**src/rtl/mips_pkg.sv**
```systemverilog
// Shared encodings for the store unit: access sizes, FSM states and the size-to-lane mask.
package mips_pkg;

    typedef enum logic [1:0] {
        SZ_BYTE = 2'b00,
        SZ_HALF = 2'b01,
        SZ_WORD = 2'b10,
        SZ_ILL  = 2'b11
    } size_e;

    typedef enum logic [1:0] {
        S_IDLE  = 2'b00,
        S_BEAT1 = 2'b01,
        S_BEAT2 = 2'b10
    } state_e;

    // Unshifted byte-lane mask for an access size; an illegal size enables no lanes.
    function automatic logic [3:0] size_mask(input logic [1:0] size);
        case (size)
            SZ_BYTE: size_mask = 4'b0001;
            SZ_HALF: size_mask = 4'b0011;
            SZ_WORD: size_mask = 4'b1111;
            default: size_mask = 4'b0000;
        endcase
    endfunction

endpackage

```
**src/rtl/mem_store_unit_if.sv**
```systemverilog
// Store request side and memory write side of the store unit, bundled as one interface.
interface mem_store_unit_if #(
    parameter int ASIZE = 31,
    parameter int DSIZE = 31
);
    logic             st_valid;
    logic             st_ready;
    logic [ASIZE:0]   st_addr;
    logic [DSIZE:0]   st_data;
    logic [1:0]       st_size;
    logic             st_done;
    logic             st_err;
    logic             mem_req;
    logic [ASIZE:0]   mem_addr;
    logic [DSIZE:0]   mem_wdata;
    logic [3:0]       mem_be;
    logic             mem_ack;

    // master: pipeline plus memory model; slave: the store unit
    modport master (
        output st_valid, st_addr, st_data, st_size, mem_ack,
        input  st_ready, st_done, st_err, mem_req, mem_addr, mem_wdata, mem_be
    );

    modport slave (
        input  st_valid, st_addr, st_data, st_size, mem_ack,
        output st_ready, st_done, st_err, mem_req, mem_addr, mem_wdata, mem_be
    );
endinterface

```
**src/rtl/store_lane_align.sv**
```systemverilog
// Positions store data on byte lanes: data shifted by the address offset across two words,
// and the matching 8-bit lane mask (upper nibble = lanes spilling into the next word).
module store_lane_align
    import mips_pkg::*;
#(
    parameter int DSIZE = 31
) (
    input  logic [DSIZE:0]     data_i,
    input  logic [1:0]         size_i,
    input  logic [1:0]         off_i,
    output logic [2*DSIZE+1:0] shifted_o,
    output logic [7:0]         lane_o
);

    always_comb begin
        shifted_o = {{(DSIZE+1){1'b0}}, data_i} << {off_i, 3'b000};
        lane_o    = {4'b0000, size_mask(size_i)} << off_i;
    end

endmodule

```
**src/rtl/mem_store_unit.sv**
```systemverilog
// mem_store_unit: turns a pipeline store into one or two lane-positioned word writes.
// Define STORE_SPLIT_EN to split misaligned stores into two beats; otherwise they are rejected.
//
//  state   | meaning
//  --------+--------------------------------------------------------------
//  S_IDLE  | ready for a store; illegal/rejected stores pulse st_err here
//  S_BEAT1 | first (or only) word write held on the memory bus until ack
//  S_BEAT2 | spill word at address+4 (only with STORE_SPLIT_EN)
module mem_store_unit
    import mips_pkg::*;
#(
    parameter int ASIZE = 31,
    parameter int DSIZE = 31
) (
    input logic             clk,
    input logic             rst_n,
    mem_store_unit_if.slave bus
);

    state_e             state_q;
    logic               mem_req_q;
    logic               done_q;
    logic               err_q;
    logic [ASIZE:0]     mem_addr_q;
    logic [DSIZE:0]     mem_wdata_q;
    logic [3:0]         mem_be_q;

    logic [1:0]         off_d;
    logic [2*DSIZE+1:0] shifted_d;
    logic [7:0]         lane_d;
    logic [DSIZE:0]     wdata_lo_d;
    logic               reject_d;

    assign off_d = bus.st_addr[1:0];

    store_lane_align #(.DSIZE(DSIZE)) u_align (
        .data_i    (bus.st_data),
        .size_i    (bus.st_size),
        .off_i     (off_d),
        .shifted_o (shifted_d),
        .lane_o    (lane_d)
    );

    // Bytes and even-offset halfwords are replicated so every lane carries the value.
    always_comb begin
        wdata_lo_d = shifted_d[DSIZE:0];
        if (bus.st_size == SZ_BYTE) begin
            wdata_lo_d = {4{bus.st_data[7:0]}};
        end else if ((bus.st_size == SZ_HALF) && !off_d[0]) begin
            wdata_lo_d = {2{bus.st_data[15:0]}};
        end
    end

`ifdef STORE_SPLIT_EN
    logic [DSIZE:0] hi_wdata_q;
    logic [3:0]     hi_be_q;

    assign reject_d = (bus.st_size == SZ_ILL);
`else
    logic unused_hi;

    assign reject_d  = (bus.st_size == SZ_ILL) || (lane_d[7:4] != 4'b0000);
    assign unused_hi = ^shifted_d[2*DSIZE+1:DSIZE+1];
`endif

    always_ff @(posedge clk or negedge rst_n) begin
        if (!rst_n) begin
            state_q     <= S_IDLE;
            mem_req_q   <= 1'b0;
            done_q      <= 1'b0;
            err_q       <= 1'b0;
            mem_addr_q  <= '0;
            mem_wdata_q <= '0;
            mem_be_q    <= 4'b0000;
`ifdef STORE_SPLIT_EN
            hi_wdata_q  <= '0;
            hi_be_q     <= 4'b0000;
`endif
        end else begin
            done_q <= 1'b0;
            err_q  <= 1'b0;
            case (state_q)
                S_IDLE: begin
                    if (bus.st_valid) begin
                        if (reject_d) begin
                            err_q <= 1'b1;
                        end else begin
                            state_q     <= S_BEAT1;
                            mem_req_q   <= 1'b1;
                            mem_addr_q  <= {bus.st_addr[ASIZE:2], 2'b00};
                            mem_wdata_q <= wdata_lo_d;
                            mem_be_q    <= lane_d[3:0];
`ifdef STORE_SPLIT_EN
                            hi_wdata_q  <= shifted_d[2*DSIZE+1:DSIZE+1];
                            hi_be_q     <= lane_d[7:4];
`endif
                        end
                    end
                end
                S_BEAT1: begin
                    if (bus.mem_ack) begin
`ifdef STORE_SPLIT_EN
                        if (hi_be_q != 4'b0000) begin
                            state_q     <= S_BEAT2;
                            mem_addr_q  <= mem_addr_q + (ASIZE+1)'(4);
                            mem_wdata_q <= hi_wdata_q;
                            mem_be_q    <= hi_be_q;
                        end else
`endif
                        begin
                            state_q   <= S_IDLE;
                            mem_req_q <= 1'b0;
                            done_q    <= 1'b1;
                        end
                    end
                end
`ifdef STORE_SPLIT_EN
                S_BEAT2: begin
                    if (bus.mem_ack) begin
                        state_q   <= S_IDLE;
                        mem_req_q <= 1'b0;
                        done_q    <= 1'b1;
                    end
                end
`endif
                default: begin
                    state_q   <= S_IDLE;
                    mem_req_q <= 1'b0;
                end
            endcase
        end
    end

    assign bus.st_ready  = (state_q == S_IDLE);
    assign bus.st_done   = done_q;
    assign bus.st_err    = err_q;
    assign bus.mem_req   = mem_req_q;
    assign bus.mem_addr  = mem_addr_q;
    assign bus.mem_wdata = mem_wdata_q;
    assign bus.mem_be    = mem_be_q;

endmodule

```
**src/flat_wrapper.sv**
```systemverilog
// flat-port wrapper written by rule: the top's interface ports become plain ports
module mem_store_unit_flat import mips_pkg::*;
#(
    parameter int ASIZE = 31,
    parameter int DSIZE = 31
)
  (clk, rst_n, bus_st_valid, bus_st_addr, bus_st_data, bus_st_size, bus_mem_ack, bus_st_ready, bus_st_done, bus_st_err, bus_mem_req, bus_mem_addr, bus_mem_wdata, bus_mem_be);
  mem_store_unit_if #(.ASIZE(ASIZE), .DSIZE(DSIZE)) bus_i ();
  input logic clk;
  input logic rst_n;
  input wire logic [$bits(bus_i.st_valid)-1:0] bus_st_valid;
  input wire logic [$bits(bus_i.st_addr)-1:0] bus_st_addr;
  input wire logic [$bits(bus_i.st_data)-1:0] bus_st_data;
  input wire logic [$bits(bus_i.st_size)-1:0] bus_st_size;
  input wire logic [$bits(bus_i.mem_ack)-1:0] bus_mem_ack;
  output wire logic [$bits(bus_i.st_ready)-1:0] bus_st_ready;
  output wire logic [$bits(bus_i.st_done)-1:0] bus_st_done;
  output wire logic [$bits(bus_i.st_err)-1:0] bus_st_err;
  output wire logic [$bits(bus_i.mem_req)-1:0] bus_mem_req;
  output wire logic [$bits(bus_i.mem_addr)-1:0] bus_mem_addr;
  output wire logic [$bits(bus_i.mem_wdata)-1:0] bus_mem_wdata;
  output wire logic [$bits(bus_i.mem_be)-1:0] bus_mem_be;
  assign bus_i.st_valid = bus_st_valid;
  assign bus_i.st_addr = bus_st_addr;
  assign bus_i.st_data = bus_st_data;
  assign bus_i.st_size = bus_st_size;
  assign bus_i.mem_ack = bus_mem_ack;
  assign bus_st_ready = bus_i.st_ready;
  assign bus_st_done = bus_i.st_done;
  assign bus_st_err = bus_i.st_err;
  assign bus_mem_req = bus_i.mem_req;
  assign bus_mem_addr = bus_i.mem_addr;
  assign bus_mem_wdata = bus_i.mem_wdata;
  assign bus_mem_be = bus_i.mem_be;
  mem_store_unit #(.ASIZE(ASIZE), .DSIZE(DSIZE)) u_core (.clk(clk), .rst_n(rst_n), .bus(bus_i));
endmodule
```
**config.mk**
```make
export PLATFORM = sky130hd
export DESIGN_NAME = mem_store_unit_flat
export DESIGN_NICKNAME = d
export VERILOG_FILES = /design/src/rtl/mips_pkg.sv /design/src/rtl/mem_store_unit_if.sv /design/src/rtl/store_lane_align.sv /design/src/rtl/mem_store_unit.sv /design/src/flat_wrapper.sv
export SDC_FILE = /design/constraint.sdc
export NUM_CORES = 1
export LEC_CHECK = 0
export BUFFER_PORTS_ARGS = -buffer_cell sky130_fd_sc_hd__buf_2
export CAP_MARGIN = 25
export CORE_MARGIN = 5
export CORE_UTILIZATION = 49
export DETAILED_ROUTE_END_ITERATION = 8
export PLACE_DENSITY = 0.85
export SLEW_MARGIN = 20
export SYNTH_ARGS = -nofsm -noshare
export SYNTH_HDL_FRONTEND = slang
export SYNTH_SLANG_ARGS = --single-unit
```
**constraint.sdc**
```tcl
create_clock -name clk -period 1.7 [get_ports clk]
set_input_delay 0.085 -clock clk [delete_from_list [all_inputs] [get_ports clk]]
set_output_delay 0.085 -clock clk [all_outputs]
set_load 0.05 [all_outputs]
```
* Word level (Yosys, flattened, before mapping)
Cells that the tools add are included.
Operators by class: eq/ne operators 7, shift operators 2, mux-type cells 16, bitwise operators 1, reduce and logical (&&, ||, !) cells 8
Operators by type and width (number):
- 32-bit 2-to-1 mux | 2
- 32-bit by 5-bit << shifter with 32-bit output | 1
- 4-bit one-hot mux with 3 select lines | 1
- 1-bit 2-to-1 mux | 8
- 4-bit by 2-bit << shifter with 8-bit output | 1
- 2-bit 2-to-1 mux | 3
- 2-bit inequality test, second input constant | 3
- 3-bit AND reduction | 2
- 2-bit by 1-bit == test with 1-bit output, second input constant | 2
- 2-bit == test, second input constant | 2
- 2-bit logical NOT | 2
- 2-bit one-hot mux with 2 select lines | 1
- 4-bit nonzero test | 1
- 1-bit one-hot mux with 2 select lines | 1
- 1-bit logical AND | 1
- 1-bit logical NOT | 1
- 1-bit logical OR | 1
- 1-bit NOT | 1
Storage, ports and cells: flip-flop bits (word level) 71, input port bits 70, output and inout bits 72, word-level logic and storage cells 41

* Longest topological paths before layout
word-level depth 8, gate-level depth with buffers 8, depth with buffers taken out 6

* Modules after synthesis
From an unflattened synthesis, not the netlist that was laid out.
Unflattened totals: cell total of the unflattened synthesis 396, area total of the unflattened synthesis 4117.7 um^2
By module, submodules not included:
- mem_store_unit | instances 1, cells an instance 245, area each 3016.6 um^2, sequential area each 1726.7 um^2
- store_lane_align | instances 1, cells an instance 151, area each 1101.1 um^2, sequential area each 0.0 um^2

* Least setup slack after synthesis
Ideal clock, no wire load.
path type register -> register, start point register u_core.state_q[0], end point register u_core.mem_addr_q[20] (netlist: u_core.bus.mem_addr[20]), library setup time 0.125 ns, data arrival time 1.639 ns, required time 1.575 ns, slack -0.065 ns, stages on the path, launching flop included 7, path buffers 2, clock period less this slack 1.765 ns, path through dfrtp_1 nand2b_1 nor2_1 o21a_1 buf_6 buf_6 mux2_4
On the way: word-level cells in the longest chain between the ends 2
RTL lines:
- start, declared | RTL line mem_store_unit.sv:20 | state_e state_q;
- start signal, assigned | RTL line mem_store_unit.sv:68 | state_q <= S_IDLE;
- start signal, assigned | RTL line mem_store_unit.sv:88 | state_q <= S_BEAT1;
- start signal, assigned | RTL line mem_store_unit.sv:111 | state_q <= S_IDLE;
- 2-bit logical NOT | RTL line mem_store_unit.sv:82 | case (state_q)
- 3-bit AND reduction (no source line)
- end signal, assigned | RTL line mem_store_unit.sv:90 | mem_addr_q <= {bus.st_addr[ASIZE:2], 2'b00};
- end, declared | RTL line mem_store_unit.sv:24 | logic [ASIZE:0] mem_addr_q;
No other way between the ends. A chain may end at the register's enable or synchronous reset.

* Final worst setup path
start point register u_core.state_q[0], end point register u_core.mem_wdata_q[26] (netlist: u_core.bus.mem_wdata[26])
On the way: word-level cells in the longest chain between the ends 2
RTL lines:
- 2-bit logical NOT | RTL line mem_store_unit.sv:82
- 3-bit AND reduction (no source line)
- end signal, assigned | RTL line mem_store_unit.sv:91 | mem_wdata_q <= wdata_lo_d;
- end, declared | RTL line mem_store_unit.sv:25 | logic [DSIZE:0] mem_wdata_q;
No other way between the ends.

==> flow_summary.yaml <==
outcome:
  status: "complete, no violations"
cells_and_area:
  area_delta_synth_final_pct: 39.4
  final-seq-area_um2: 1730
  nets: 552
  post_route_cells_drive_above_1_share_pct: 50.3
  multi_input_logic_area_um2: 1670
  fillCellCount: 556
grt:
  grt_pass1_wl_um: 16300
  grt_overflow: 0
  via_count_of_the_first_global_routing_pass: 3233
  initial_antenna_violation_count: 2
  grt_start_max_net_pins: 70
  global_route.usage.total_pct: 23.5
timing:
  post-route-min-period_ns: 1.61
  grt_setup_unrepaired: "false"
  drv_slew: 0
  worst_slew_margin_rel_pct: 49.4
  setup_viol_count_final: 0
  worst_clock_skew_ns: 0.0118
  final.period_utilization_pct: 95.0
  achievable-frequency_mhz: 620
  hold_violations: 0
  totalNegativeSetupSlack_ns: 0
  worst-slew-pin-transition_ns: 0.757
  post-route-worst-setup-slack_ns: 0.0858
yosys:
  synth-compound-area-share_pct: 14.4
  synth_top_cells_by_count: "dfrtp_1 (69), mux2_2 (35), inv_1 (20)"
  fraction_of_post_synthesis_cell_area_in_the_top_cell_type_by_area_pct: 47.7
  synth_simple_gate_area_share_pct: 6.22
  ys_types: 41
  adder_cell_area_share_of_the_yosys_netlist_pct: 2.07
  yosys_most_used_dff: "dfrtp_1"
  synth_enable_flop_cells: 0
  dominant_combinational_cell_family_by_area_after_synthesis: "multiplexers"
  ys_warn_count: 0
  synthMostInstantiatedCell: "dfrtp_1"
  syn_area_um2: 3620
  synth_xor_xnor_area_share_pct: 0
  yosysTopAreaCell: "dfrtp_1"
  synthesized_flop_and_latch_total: 69
  post_synth_inst_count: 291
  syn_avg_cell_area_um2: 12.4
  asyncSetResetFlopFracSynth_pct: 100
  synthMuxAreaShare_pct: 22.9
  yosysSeqAreaShare_pct: 47.7
  synth.top_cells.by_area: "dfrtp_1 (48%), mux2_2 (11%), mux2_4 (7.9%)"
clock_tree:
  cts_buffers: 9
  cts-resized-gates: 0
  number_of_buffers_inserted_to_repair_setup_after_cts: 0
  cts.clk_slew.worst_paths_ns: 0.08
  cts_tree: "yes"
  worst_skew_pair.late_latency_ns: 0.34
  cts.root.buffer_cell: "clkbuf_8"
  clockBufferDepth: 2
  postCtsHoldBufs: 32
  clock-sinks: 69
  ctsHtreeMaxLevel: 3
route:
  postRouteAntennaNets: 0
  routed_wl_um: 10300
  detailedRoute.firstPassIterationCount: 4
  drc: 0
  routedWlPerCell_um: 17.7
  avgViaCountPerCell: 5.19
  num_vias: 3016
  detail_route.iter0.violations: 160
worst_setup_path:
  worstPathRequired_ns: 1.95
  slowest_cell_delay_on_critical_path_ns: 0.42
  worstReg2RegEnd: "u_core.bus.mem_wdata[26]$_DFFE_PN0P_"
  crit_path_start_kind: "flop"
  r2r_cells: 6
  r2r_slack_ns: 0.09
  timing_worst_setup_path_type: "flop to flop"
  crit_top_cell: "buf_4"
  worst-path-max-fanout: 9
  slowest_stage: "dfrtp_2"
  crit_chain: "nand2b_1, nor2_1, o21a_4, buf_4, buf_4, mux2i_1"
  worst-endpoint-arrival_ns: 1.87
  reg2reg_from: "u_core.state_q[0]$_DFFE_PN0P_"
  cp-end-kind: "flop"
floorplan:
  die_y_um: 96.0
  design.portCount: 142
  die_w_um: 96.0
  rows: 31
  core_area_um2: 7210
  die_area_um2: 9210
  initial_core_utilization_pct: 50.2
placement:
  finalWeightedCongestion: 0.833
  portBuffers: 139
  dpl.hpwl_um: 7420
  place_worst_setup_slack_ns: -0.138
worst_hold_path:
  hp-class: "input port to flop"
  min_path_cells: 3
  hold_end: "u_core.bus.mem_wdata[6]$_DFFE_PN0P_"
  timing.hold.worst.start: "bus_st_data[6]"
flow_run:
  cap_violations: 0
power_and_ir_drop:
  ir_drop_mv: 0.822
  leakagePower_nw: 2.49
  pwr_density_cell_nw_per_um2: 1450
layer usage:
| layer | wire length [µm] | global-route usage, % | part of all wire (%) |
|---|---|---|---|
| met1 | 4180 | 28.7 | 41 |
| met5 | 14 | 0 | 0.14 |
| met2 | 5020 | 37.5 | 49 |
| met4 | 263 | 11.3 | 2.6 |
| met3 | 815 | 7.58 | 7.9 |
power breakdown:
group          switching [mW]  total, mW  internal, mW
clock network           0.663       1.39         0.728
registers               0.258       2.38          2.12
logic                    2.48       3.52          1.05
total                    3.40       7.30          3.90
critical path, delay by kind of cell (launching register included):
kind                   cells  cell delay [ns]
muxes                      1             0.21
AOI/OAI and AO/OA          1             0.20
buffers and inverters      2             0.39
DFF                        1             0.42
and+or+nand+nor            2             0.30
how the worst max path moves through the flow:
stage,start,endpoint,slack (ns)
final,u_core.state_q[0]$_DFFE_PN0P_,u_core.bus.mem_wdata[26]$_DFFE_PN0P_,0.09
after global routing,u_core.state_q[0]$_DFFE_PN0P_,u_core.bus.mem_wdata[26]$_DFFE_PN0P_,0.03
after CTS,u_core.state_q[0]$_DFFE_PN0P_,u_core.bus.mem_wdata[26]$_DFFE_PN0P_,0.09
after detailed placement,bus_st_size[0],u_core.bus.mem_wdata[26]$_DFFE_PN0P_,-0.14
after global placement,bus_st_size[0],u_core.bus.mem_wdata[9]$_DFFE_PN0P_,-0.03
after floorplan,u_core.state_q[0]$_DFFE_PN0P_,u_core.bus.mem_addr[20]$_DFFE_PN0P_,0.03
kinds of logic (layout without fill, tap and decap cells):
group           count (synthesis)  after routing
compound gates                 66             66
fa+ha+maj                       6              6
buf+inv                        42            231
flops                          69             69
mux                            69             69
other cells                     1              3
simple gates                   38             38
cell type report:
type | instances | area share [%]
multi-input combinational | 181 | 33.0
sequential | 69 | 34.2
antenna | 1 | 0.0496
tap | 99 | 2.45
clock buffer | 10 | 2.73
clock inverter | 6 | 1.39
timing repair buffer | 194 | 24.5
inverter | 21 | 1.56
through the flow:
step,std cells,utilization (%),power (mW),hold WS [ns],instance area [µm²]
3_3_place_gp,532,62.6,5.80,0.128,4520
3_5_place_dp,532,62.6,5.89,0.144,4520
5_1_grt,580,69.9,7.64,0.0415,5040
4_1_cts,580,69.9,7.35,0.0173,5040
6_report,581,69.9,7.30,0.0317,5050
2_1_floorplan,292,-,4.97,-0.211,3630
cells in the final DEF (no fill, tap or decap), types with 6 or more instances in the layout:
master / Yosys / final
nor2_1: 7 / 7
mux2_4: 19 / 19
a22o_1: 8 / 8
a21oi_1: 12 / 12
clkbuf_8: 0 / 10
o21a_1: 9 / 8
nand2_1: 11 / 11
dfrtp_1: 69 / 68
dlygate4sd3_1: 0 / 32
buf_4: 3 / 19
mux2i_1: 14 / 14
inv_1: 20 / 20
mux2_2: 35 / 35
buf_2: 11 / 139
ha_1: 6 / 6
state kept, by name, indices dropped and copies added, names as in the netlist:
signal,count
u_core.bus.st_err,1
u_core.bus.st_done,1
u_core.state_q,1
u_core.bus.mem_be,4
u_core.bus.mem_addr,30
u_core.bus.mem_wdata,32
Note: power is estimated with default switching activity, not from simulation.
